--- src/rtl/dds_wave_shaper_if.sv ---
// dds_wave_shaper_if
//   Bundles the phase input, the quarter-wave ROM port and the sample output
//   of the DDS wave shaper.
//   master : phase source / ROM / sample sink side
//   slave  : wave shaper side
//   Signals: phase_in, phase_vld, p_off, wave_sel, amp  (to shaper)
//            rom_addr, rom_en -> ROM, rom_data <- ROM  (1-cycle latency)
//            wave_out, wave_vld                        (from shaper)
interface dds_wave_shaper_if #(
    parameter int PW = 11,
    parameter int DW = 10
);
    logic [PW-1:0] phase_in;
    logic          phase_vld;
    logic [PW-1:0] p_off;
    logic [1:0]    wave_sel;
    logic [8:0]    amp;
    logic [PW-3:0] rom_addr;
    logic          rom_en;
    logic [DW-2:0] rom_data;
    logic [DW-1:0] wave_out;
    logic          wave_vld;

    modport master (
        output phase_in, phase_vld, p_off, wave_sel, amp, rom_data,
        input  rom_addr, rom_en, wave_out, wave_vld
    );

    modport slave (
        input  phase_in, phase_vld, p_off, wave_sel, amp, rom_data,
        output rom_addr, rom_en, wave_out, wave_vld
    );
endinterface

--- src/rtl/dds_wave_shaper.sv ---
// dds_wave_shaper
//   Turns the DDS accumulator phase code into an offset-binary DAC sample.
//   Four stages: S0 phase add + ROM address, S1 ROM read, S2 waveform select,
//   S3 amplitude scaling. One sample per clock, 3-edge latency, no stall.
//   Ports: clk, rst_n (async, active low), bus (dds_wave_shaper_if.slave).
module dds_wave_shaper #(
    parameter int PW = 11,
    parameter int DW = 10
) (
    input logic               clk,
    input logic               rst_n,
    dds_wave_shaper_if.slave  bus
);
    localparam logic [DW-1:0] MID = {1'b1, {(DW-1){1'b0}}};

    // ---------------- S0: phase offset, ROM address ----------------
    logic [PW-1:0] r_ph0;
    logic [1:0]    r_sel0;
    logic [8:0]    r_amp0;
    logic          r_vld0;
    logic [8:0]    w_amp_c;
    logic [1:0]    w_q;
    logic [PW-3:0] w_idx;

    assign w_amp_c = (bus.amp > 9'd256) ? 9'd256 : bus.amp;

    always_ff @(posedge clk or negedge rst_n) begin
        if (!rst_n) begin
            r_ph0  <= '0;
            r_sel0 <= '0;
            r_amp0 <= '0;
            r_vld0 <= 1'b0;
        end else begin
            r_ph0  <= bus.phase_in + bus.p_off;   // carry dropped: modulo 2^PW
            r_sel0 <= bus.wave_sel;
            r_amp0 <= w_amp_c;
            r_vld0 <= bus.phase_vld;
        end
    end

    assign w_q          = r_ph0[PW-1:PW-2];
    assign w_idx        = r_ph0[PW-3:0];
    // Quadrants 1 and 3 walk the quarter wave backwards.
    assign bus.rom_addr = w_q[0] ? ~w_idx : w_idx;
    assign bus.rom_en   = r_vld0;

    // ---------------- S1: ROM access, side registers ----------------
    logic [PW-1:0] r_ph1;
    logic [1:0]    r_sel1;
    logic [8:0]    r_amp1;
    logic          r_vld1;

    always_ff @(posedge clk or negedge rst_n) begin
        if (!rst_n) begin
            r_ph1  <= '0;
            r_sel1 <= '0;
            r_amp1 <= '0;
            r_vld1 <= 1'b0;
        end else begin
            r_ph1  <= r_ph0;
            r_sel1 <= r_sel0;
            r_amp1 <= r_amp0;
            r_vld1 <= r_vld0;
        end
    end

    // ---------------- S2: raw waveform ----------------
    logic [DW-1:0] w_mag;
    logic [DW-1:0] w_raw;
    logic [DW-1:0] r_raw;
    logic [8:0]    r_amp2;
    logic          r_vld2;

    assign w_mag = DW'(bus.rom_data);

    always_comb begin
        w_raw = '0;
        unique case (r_sel1)
            // Sine: upper half-cycle above midscale, lower half mirrored below.
            2'b00: w_raw = r_ph1[PW-1] ? (MID - DW'(1)) - w_mag : MID + w_mag;
            // Triangle: fold the second half; inverting the top DW bits equals
            // taking the top DW bits of the inverted code.
            2'b01: w_raw = r_ph1[PW-1] ? ~r_ph1[PW-2 -: DW] : r_ph1[PW-2 -: DW];
            2'b10: w_raw = r_ph1[PW-1 -: DW];
            2'b11: w_raw = {DW{~r_ph1[PW-1]}};
            default: w_raw = '0;
        endcase
    end

    always_ff @(posedge clk or negedge rst_n) begin
        if (!rst_n) begin
            r_raw  <= '0;
            r_amp2 <= '0;
            r_vld2 <= 1'b0;
        end else begin
            r_raw  <= w_raw;
            r_amp2 <= r_amp1;
            r_vld2 <= r_vld1;
        end
    end

    // ---------------- S3: amplitude scaling ----------------
    // |s * amp / 256| <= |s| since amp <= 256, so DW+8 signed bits hold the
    // product exactly and the result cannot overflow.
    logic signed [DW-1:0]   w_s;
    logic signed [9:0]      w_a;
    logic signed [DW+7:0]   w_p;
    logic signed [DW+7:0]   w_sh;
    logic        [DW-1:0]   w_out;
    logic        [DW-1:0]   r_out;
    logic                   r_vld3;

    assign w_s   = signed'(r_raw - MID);
    assign w_a   = signed'({1'b0, r_amp2});
    assign w_p   = (DW+8)'(w_s) * (DW+8)'(w_a);
    assign w_sh  = w_p >>> 8;                 // floor toward -inf
    assign w_out = DW'(w_sh) + MID;

    always_ff @(posedge clk or negedge rst_n) begin
        if (!rst_n) begin
            r_out  <= MID;
            r_vld3 <= 1'b0;
        end else begin
            if (r_vld2)
                r_out <= w_out;               // bubbles hold the last sample
            r_vld3 <= r_vld2;
        end
    end

    assign bus.wave_out = r_out;
    assign bus.wave_vld = r_vld3;
endmodule

--- src/flat_wrapper.sv ---
// flat-port wrapper written by rule: the top's interface ports become plain ports
module dds_wave_shaper_flat 
#(
    parameter int PW = 11,
    parameter int DW = 10
)
  (clk, rst_n, bus_phase_in, bus_phase_vld, bus_p_off, bus_wave_sel, bus_amp, bus_rom_data, bus_rom_addr, bus_rom_en, bus_wave_out, bus_wave_vld);
  dds_wave_shaper_if #(.PW(PW), .DW(DW)) bus_i ();
  input logic clk;
  input logic rst_n;
  input wire logic [$bits(bus_i.phase_in)-1:0] bus_phase_in;
  input wire logic [$bits(bus_i.phase_vld)-1:0] bus_phase_vld;
  input wire logic [$bits(bus_i.p_off)-1:0] bus_p_off;
  input wire logic [$bits(bus_i.wave_sel)-1:0] bus_wave_sel;
  input wire logic [$bits(bus_i.amp)-1:0] bus_amp;
  input wire logic [$bits(bus_i.rom_data)-1:0] bus_rom_data;
  output wire logic [$bits(bus_i.rom_addr)-1:0] bus_rom_addr;
  output wire logic [$bits(bus_i.rom_en)-1:0] bus_rom_en;
  output wire logic [$bits(bus_i.wave_out)-1:0] bus_wave_out;
  output wire logic [$bits(bus_i.wave_vld)-1:0] bus_wave_vld;
  assign bus_i.phase_in = bus_phase_in;
  assign bus_i.phase_vld = bus_phase_vld;
  assign bus_i.p_off = bus_p_off;
  assign bus_i.wave_sel = bus_wave_sel;
  assign bus_i.amp = bus_amp;
  assign bus_i.rom_data = bus_rom_data;
  assign bus_rom_addr = bus_i.rom_addr;
  assign bus_rom_en = bus_i.rom_en;
  assign bus_wave_out = bus_i.wave_out;
  assign bus_wave_vld = bus_i.wave_vld;
  dds_wave_shaper #(.PW(PW), .DW(DW)) u_core (.clk(clk), .rst_n(rst_n), .bus(bus_i));
endmodule
--- config.mk ---
export PLATFORM = sky130hd
export DESIGN_NAME = dds_wave_shaper_flat
export DESIGN_NICKNAME = d
export VERILOG_FILES = /design/src/rtl/dds_wave_shaper_if.sv /design/src/rtl/dds_wave_shaper.sv /design/src/flat_wrapper.sv
export SDC_FILE = /design/constraint.sdc
export NUM_CORES = 1
export LEC_CHECK = 0
export BUFFER_PORTS_ARGS = -buffer_cell sky130_fd_sc_hd__buf_4
export CAP_MARGIN = 5
export CORE_ASPECT_RATIO = 1.1
export CORE_UTILIZATION = 60
export CTS_BUF_LIST = sky130_fd_sc_hd__clkbuf_8
export CTS_CLUSTER_SIZE = 30
export DETAILED_ROUTE_END_ITERATION = 12
export PLACE_DENSITY_LB_ADDON = 0.12
export SYNTH_ARGS = -nofsm -noshare
export SYNTH_HDL_FRONTEND = slang
export SYNTH_SLANG_ARGS = --single-unit
--- constraint.sdc ---
create_clock -name clk -period 6.8 [get_ports clk]
set_clock_uncertainty 0.1 [all_clocks]
set_input_delay 0.34 -clock clk [delete_from_list [all_inputs] [get_ports clk]]
set_output_delay 0.34 -clock clk [all_outputs]
set_load 0.005 [all_outputs]
Word level (Yosys, flattened, before mapping) --
Index checks and enable logic that the tools add are counted.
Cells by class: add/sub/neg operators 5, $mul 1, divide/modulo/power cells 0, $lt $le $gt $ge 1, eq/ne operators 3, shifts and indexed selects 0, mux-type cells 5, bitwise gates (word level) 3, reductions and logical operators 1
Operators with widths (number):
- $pmux 10 s4 | 1
- $mux 10 | 2
- $mul 10x10->18 | 1
- $mux 9 | 2
- $add 11x11->11 | 1
- $add 10x10->10 const B | 1
- $add 10x9->10 const A | 1
- $not 10->10 | 1
- $sub 10x10->10 const B | 1
- $sub 9x9->10 const A | 1
- $gt 9x9->1 const B | 1
- $not 9->9 | 1
- $eq 2x2->1 const B | 2
- $eq 2x1->1 const B | 1
- $logic_not 2->1 | 1
- $not 1->1 | 1
Word-level totals: flip-flop bits (word level) 77, bits in latches 0, bits in writable memories 0, ROM bits 0, input bits 45, output and inout bits 21, word-level logic and storage cells 32, memories 0

Logic depth before layout (Yosys ltp) --
Gate-level depths: netlist (run 1).
depth after elaboration 3, gate-level depth with buffers 19, mapped depth without buffers 19

Least setup slack after synthesis (run 1) --
Ideal clock, no wire load.
path kind reg2reg, from register u_core.r_amp2[2], to register u_core.r_out[9] (netlist: u_core.bus.wave_out[9]), library setup time 0.075 ns, data arrival time 4.866 ns, required time 6.625 ns, setup slack 1.759 ns, cell stages (with the launch flop) 18, buffers on the path 1, clock period less this slack 5.041 ns, path through dfrtp_1 -> clkbuf_1 -> and2b_1 -> fa_1 -> inv_1 -> fa_1 -> inv_1 -> fa_1 -> inv_1 -> fa_1 -> fa_1 -> inv_1 -> ha_1 -> nor3b_1 -> or3b_2 -> a21boi_0 -> nor3_1 -> o211ai_2
Between the ends: cells in the longest elaborated chain, start to end 2
RTL lines:
- start: declaration | line dds_wave_shaper.sv:71 | logic [8:0] r_amp2;
- start signal: assignment | line dds_wave_shaper.sv:97 | r_amp2 <= r_amp1;
- $mul 10x10->18 | line dds_wave_shaper.sv:115 | assign w_p = (DW+8)'(w_s) * (DW+8)'(w_a);
- $add 10x10->10 | line dds_wave_shaper.sv:117 | assign w_out = DW'(w_sh) + MID;
- end signal: assignment | line dds_wave_shaper.sv:125 | r_out <= w_out;
- end: declaration | line dds_wave_shaper.sv:110 | logic [DW-1:0] r_out;
No other way between the ends. A chain may end at the register's enable or synchronous reset.

Worst setup path in the final report (run 1) --
from register u_core.r_raw[9], to register u_core.r_out[6] (netlist: u_core.bus.wave_out[6])
Between the ends: cells in the longest elaborated chain, start to end 3
RTL lines:
- start: declaration | line dds_wave_shaper.sv:70 | logic [DW-1:0] r_raw;
- start signal: assignment | line dds_wave_shaper.sv:96 | r_raw <= w_raw;
- $sub 10x10->10 | line dds_wave_shaper.sv:113 | assign w_s = signed'(r_raw - MID);
- $mul 10x10->18 | line dds_wave_shaper.sv:115
- $add 10x10->10 | line dds_wave_shaper.sv:117
No other way between the ends.

==> results.json, run 1 <==
{
  "hold_viol": 5,
  "ys_warn_count": 0,
  "ctsResizeCount": 0,
  "initial_core_util_pct": 61.6,
  "grt_overflow": 0,
  "cts_buffers": 9,
  "nNetsFinal": 847,
  "power_frac_comb_pct": 59.7,
  "hold_ws_ns": -0.0183,
  "ys_types": 54,
  "max-slew-margin-rel_pct": 37.8,
  "fin_tns_setup_ns": 0,
  "hp-class": "primary input to asynchronous set/reset pin",
  "n_antenna_cell": 0,
  "antenna_found_initial": 0,
  "required_ns": 6.92,
  "max_clock_freq_ghz": 0.188,
  "crit_fanout": 7,
  "ir_drop_mv": 0.241,
  "crit_family": "adder cells",
  "async_flop_share_pct": 100,
  "fin_cells": 828,
  "synth_edf_count": 0,
  "dp_cells": 810,
  "crit_chain": "inv_1 > nand2_1 > inv_1 > fa_1 > inv_1 > fa_1 > inv_1 > fa_1 > fa_1 > inv_1 > fa_1 > inv_1 > ha_1 > nand4_1 > a211oi_1 > o21ai_0 > a31oi_1 > nand2b_1 > o22ai_1",
  "via_per_inst": 5.29,
  "port_buffers": 65,
  "grt.busiest_layer": "met2",
  "routed_wirelength_um": 11900,
  "insertion_delay_ns": 0.36,
  "drcViolationCount": 0,
  "ys_seq_area_share_pct": 30.3,
  "h-tree-depth": 3,
  "place.gp.congestion": 0.927,
  "yosys.area.top_type": "dfrtp_1",
  "path_class": "flip-flop to flip-flop",
  "grt_usage_pct": 24.5,
  "failed_checks": "negative hold slack",
  "rsz0062_at_grt": "false",
  "gr-usage-met3_pct": 3.34,
  "postRouteAntennaNets": 0,
  "cp_num_buf_inv": 6,
  "p_clk_share_pct": 14.2,
  "p_seq_share_pct": 26.1,
  "leakage_nw": 3.64,
  "grt_use_met1_pct": 28.8,
  "cts.clk_slew.worst_paths_ns": 0.09,
  "cts_tree": "done",
  "synth_nets": 794,
  "dp_hpwl_um": 9510,
  "synth.avg_cell_area_um2": 10.1,
  "synthTopCellsByArea": "dfrtp_1 (30%), fa_1 (23%), ha_1 (9.4%), inv_1 (6.1%), and2_1 (3.6%)",
  "max_stage_delay_ns": 0.57,
  "rr_startpoint": "u_core.r_raw[9]",
  "die_area_um2": 11000,
  "fp.coreArea_um2": 10300,
  "setup_viol": 0,
  "vias": 4382,
  "p_sw_share_pct": 42.0,
  "die_h_um": 110,
  "slew_violations": 0,
  "drive_above_1_share_pct": 13.7,
  "crit_top_cell": "inv_1",
  "critPathLaunchType": "flip-flop",
  "synthesis.area_um2": 6370,
  "intPower_w": 0.00144,
  "clockBufferDepth": 2,
  "worstSetupStartpoint": "u_core.r_raw[9]",
  "ys_seq_elements": 77,
  "drt_iter0_drc": 229,
  "outcome": "finished with violations",
  "final.period_utilization_pct": 78.3,
  "clockRootBuffer": "clkbuf_8",
  "switching_power_w": 0.00104,
  "grt_pass1_vias": 4519,
  "min_period_ns": 5.32,
  "postSynthCellCount": 628,
  "ys.flop_type": "dfrtp_1",
  "n_fill_cell": 827,
  "drv_cap": 0,
  "wl_per_cell_um": 14.3,
  "crit_slowest_cell": "fa_1",
  "area_growth_pct": 12.5,
  "clkSinkCount": 77,
  "pwr_density_cell_nw_per_um2": 346,
  "dieWidth_um": 100,
  "end_kind": "flip-flop",
  "met2_usage_pct": 45.0,
  "pin_count": 66,
  "grt_pass1_wl_um": 20600,
  "num_rows": 39,
  "grt_max_degree": 78,
  "yosysTopAreaCellShare_pct": 29.9,
  "drt-pass1-iter-count": 4,
  "cp.arrival_ns": 5.44,
  "worst_pin_slew_ns": 0.933
}
[what timing repair did]
| action | CTS | global route |
|---|---|---|
| hold buffers | 3 | 0 |
| setup buffers | 0 | 0 |
| endpoints found under the hold margin | 3 | 0 |
[flip-flops by register name, summed over array words and instances, names as in the netlist, 2 cells and up]
name,flops
u_core.r_sel1,2
u_core.r_raw,10
u_core.r_amp0,9
u_core.r_ph1,11
u_core.r_ph0,11
u_core.r_amp2,9
u_core.r_amp1,9
u_core.bus.wave_out,10
u_core.r_sel0,2
[per-layer routing]
layer	share of wire, %	up-vias
li1	-	2084
met1	41	2177
met2	53	99
met3	3.0	22
met4	2.9	0
met5	0	-
[final timing paths]
check                                         endpoint  slack, ns  depth (start not counted)
worst max-delay path            u_core.bus.wave_out[6]       1.48                         19
worst min-delay path            u_core.bus.wave_out[1]      -0.02                          1
worst max register to register  u_core.bus.wave_out[6]       1.48                         19
worst min register to register        u_core.r_amp1[5]       0.24                          0
max in group asynchronous              u_core.r_ph1[6]       5.97                          1
min in group clk                      u_core.r_amp0[8]       0.06                          1
[Yosys cell counts (3+ instances only)]
master	number
nor3b_1	10
a21o_1	4
or3_1	3
a211oi_1	3
fa_1	73
nor2b_1	18
a21oi_1	26
o211ai_1	3
inv_1	103
xor2_1	16
clkbuf_1	23
nand2_1	59
mux2i_1	10
nor2_1	17
mux2_2	4
and2_1	37
and2b_1	5
a21boi_0	3
o21ai_0	18
nand3_1	4
xnor2_1	12
ha_1	48
nor3_1	4
dfrtp_1	76
o311ai_0	3
o21a_1	11
[logic make-up after synthesis]
kind of cell,share of synthesized area [%]
muxes,2.28
xor gates and xnor gates,4.62
adders and majority gates,32.4
and+or+nand+nor,14.6
AOI/OAI and AO/OA,8.19
DFF,30.3
buffers and inverters,7.66
[power groups by stage]
stage          logic [W]  clock network (W)  registers [W]
6_report         0.00148           0.000351       0.000646
5_1_grt          0.00171           0.000377       0.000660
4_1_cts          0.00150           0.000362       0.000644
3_5_place_dp     0.00149                  0       0.000653
3_3_place_gp     0.00143                  0       0.000648
2_1_floorplan    0.00117                  0       0.000597
[layout by cell type (no fill, tap or decap), types with 3 or more instances in the layout]
cell and count:
xnor2_1 12, inv_1 104, nor2_1 17, clkbuf_8 10
o311ai_0 3, nand3_1 4, xor2_1 16, nor2b_1 18
fa_1 73, o21ai_0 18, a21boi_0 3, nor3b_1 10
mux2_2 4, nand2_1 59, dfrtp_1 76, a21oi_1 26
or3_1 3, nor3_1 4, dlygate4sd3_1 3, a21o_1 4
and2_1 37, buf_4 65, o211ai_1 3, and2b_1 5
o21a_1 11, mux2i_1 10, a211oi_1 3, ha_1 48
[stage by stage]
stage	util (%)	area, um^2	setup WS (ns)	hold slack (ns)	total power, W
global route	69.2	7160	1.10	0.0499	0.00275
floorplan	-	6370	1.76	-0.0556	0.00177
global placement	67.0	6940	1.66	0.232	0.00208
detailed placement	67.0	6940	1.47	0.235	0.00214
CTS	69.2	7160	1.45	0.0386	0.00251
finish	69.2	7160	1.48	-0.0183	0.00248
[layout make-up]
class | instances | area (um^2) | share of cell area, %
inverters | 103 | 387 | 5.40
clock inverters | 5 | 60.1 | 0.838
repair buffers | 68 | 518 | 7.23
multi-input cells | 422 | 3950 | 55.2
well taps | 143 | 179 | 2.50
clock buffers | 10 | 138 | 1.92
flip-flops and latches | 77 | 1930 | 26.9
(Power assumes the default switching activity.)
==> run 2, diff against run 1 <==
==> constraint.sdc (replaced) <==
create_clock -name clk -period 4.9 [get_ports clk]
set_clock_uncertainty 0.1 [all_clocks]
set_input_delay 0.245 -clock clk [delete_from_list [all_inputs] [get_ports clk]]
set_output_delay 0.245 -clock clk [all_outputs]
set_load 0.005 [all_outputs]
==> results.json, run 2 (synthesis gave the netlist of run 1 again) <==
{
  "outcome": "finished clean",
  "postRouteAntennaNets": 0,
  "p_sw_share_pct": 40.4,
  "n_antenna_cell": 0,
  "worst_pin_slew_ns": 0.929,
  "pwr_density_cell_nw_per_um2": 531,
  "layout_common_cells": "buf_4 (102), inv_1 (95), fa_1 (69), dfrtp_1 (69), nand2_1 (57)",
  "initial_core_util_pct": 61.6,
  "switching_power_w": 0.00167,
  "worstSetupStartpoint": "u_core.r_raw[9]",
  "required_ns": 5.09,
  "drcViolationCount": 0,
  "clockBufferDepth": 2,
  "pin_count": 66,
  "p_clk_share_pct": 12.1,
  "hold_ws_ns": 0.0203,
  "area_growth_pct": 22.6,
  "critPathLaunchType": "flip-flop",
  "crit_family": "adder cells",
  "post-place-ws_ns": -0.0709,
  "end_kind": "flip-flop",
  "fp.coreArea_um2": 10300,
  "die_area_um2": 11000,
  "layout_commonest_cell": "buf_4",
  "wl_per_cell_um": 14.4,
  "clkSinkCount": 77,
  "drive_above_1_share_pct": 25.2,
  "grt_pass1_vias": 4906,
  "slew_violations": 0,
  "grt_usage_pct": 24.8,
  "crit_slowest_cell": "fa_1",
  "routed_wirelength_um": 12700,
  "cp_num_buf_inv": 3,
  "num_rows": 39,
  "crit_top_cell": "fa_1",
  "max-slew-margin-rel_pct": 38.1,
  "path_class": "flip-flop to flip-flop",
  "dieWidth_um": 100,
  "grt_max_degree": 78,
  "vias": 4563,
  "drv_cap": 0,
  "dp_hpwl_um": 9940,
  "reg_top3": "u_core.r_ph0 x11, u_core.r_ph1 x11",
  "h-tree-depth": 3,
  "via_per_inst": 5.19,
  "leakage_nw": 3.90,
  "cts_tree": "done",
  "cp.arrival_ns": 5.02,
  "place.gp.congestion": 0.826,
  "grt_overflow": 0,
  "hold_viol": 0,
  "rsz0062_at_grt": "true",
  "hp-start": "bus_amp[7]",
  "max_stage_delay_ns": 0.61,
  "fin_ws_ns": 0.0720,
  "drt-pass1-iter-count": 4,
  "cts_buffers": 9,
  "nNetsFinal": 898,
  "cts.clk_slew.worst_paths_ns": 0.09,
  "hp-class": "primary input to flip-flop",
  "antenna_found_initial": 0,
  "rr_startpoint": "u_core.r_raw[9]",
  "final.period_utilization_pct": 98.5,
  "insertion_delay_ns": 0.35,
  "drt_iter0_drc": 174,
  "power_frac_comb_pct": 66.7,
  "setup_viol": 0,
  "intPower_w": 0.00247,
  "crit_fanout": 5,
  "crit_chain": "and2b_1 > fa_1 > inv_2 > fa_1 > inv_1 > fa_1 > inv_1 > fa_1 > fa_1 > xor2_1 > xnor2_1 > xnor2_2 > xnor2_1 > or3b_1 > o211ai_2",
  "grt_pass1_wl_um": 21100,
  "p_seq_share_pct": 21.2,
  "die_h_um": 110,
  "clockRootBuffer": "clkbuf_8",
  "max_clock_freq_ghz": 0.207,
  "port_buffers": 65,
  "ir_drop_mv": 0.430,
  "min_period_ns": 4.83
}
run 2: changes by cell type in the layout (fill, tap and decap cells not counted), sizes merged:
cell,before,now
clkinvlp,0,1
buf,65,107
dlygate4sd3,3,12
clkbuf,10,11
inv,106,105
run 2: layer usage:
layer	vias up	GRT usage (%)	share of wire, %
met1	2292	28.2	40
met4	0	10.0	2.1
met2	62	46.2	55
li1	2187	-	-
met5	-	0	0
met3	22	4.35	2.4
run 2: final cells by class:
| type | instances | area [um^2] |
|---|---|---|
| Clock buffer | 11 | 151 |
| Clock inverter | 5 | 58.8 |
| Fill cell | 737 | 2540 |
| Inverter | 103 | 387 |
| Multi-Input combinational cell | 422 | 4150 |
| Sequential cell | 77 | 1940 |
| Tap cell | 143 | 179 |
| Timing Repair Buffer | 119 | 942 |
run 2: worst register-to-register path, cell delays in order (launching register included):
cell and delay, ns:
dfrtp_1 0.42, and2b_1 0.23, fa_1 0.57, inv_2 0.08, fa_1 0.61, inv_1 0.07
fa_1 0.48, inv_1 0.05, fa_1 0.47, fa_1 0.39, xor2_1 0.17, xnor2_1 0.24
xnor2_2 0.18, xnor2_1 0.13, or3b_1 0.38, o211ai_2 0.18
run 2: worst paths after layout:
kind | end | slack (ns) | cells past startpoint
setup reg to reg | u_core.bus.wave_out[9] | 0.07 | 15
setup / recovery | u_core.bus.wave_out[9] | 0.07 | 15
max in group asynchronous | u_core.r_raw[4] | 3.56 | 2
hold / removal | u_core.r_amp0[7] | 0.02 | 2
min in group asynchronous | u_core.bus.wave_out[6] | 0.44 | 2
hold reg to reg | u_core.r_amp2[0] | 0.25 | 0
run 2: stage by stage:
stage / total power [W] / cell area [um^2] / TNS, ns / util [%] / instances
after floorplan: 0.00252 / 6400 / 0 / - / 628
after global placement: 0.00310 / 7150 / 0 / 69.2 / 835
after detailed placement: 0.00322 / 7150 / -0.358 / 69.2 / 835
after CTS: 0.00380 / 7530 / 0 / 72.8 / 865
after global routing: 0.00455 / 7810 / -0.261 / 75.5 / 880
final: 0.00414 / 7810 / 0 / 75.5 / 880
run 2: timing repair:
action                     in CTS  in global routing
pin swaps                      16                 40
setup endpoints to repair       6                  7
hold endpoints to repair       88                  0
setup buffers                   2                 15
hold buffers                   12                  0
resized for setup              11                 45
run 2: power by group through the flow:
stage	clock network, W	logic, W	registers (W)
after floorplan	0	0.00169	0.000828
after detailed placement	0	0.00233	0.000891
after global routing	0.000544	0.00311	0.000896
after CTS	0.000516	0.00240	0.000880
after global placement	0	0.00222	0.000882
final	0.000500	0.00276	0.000880
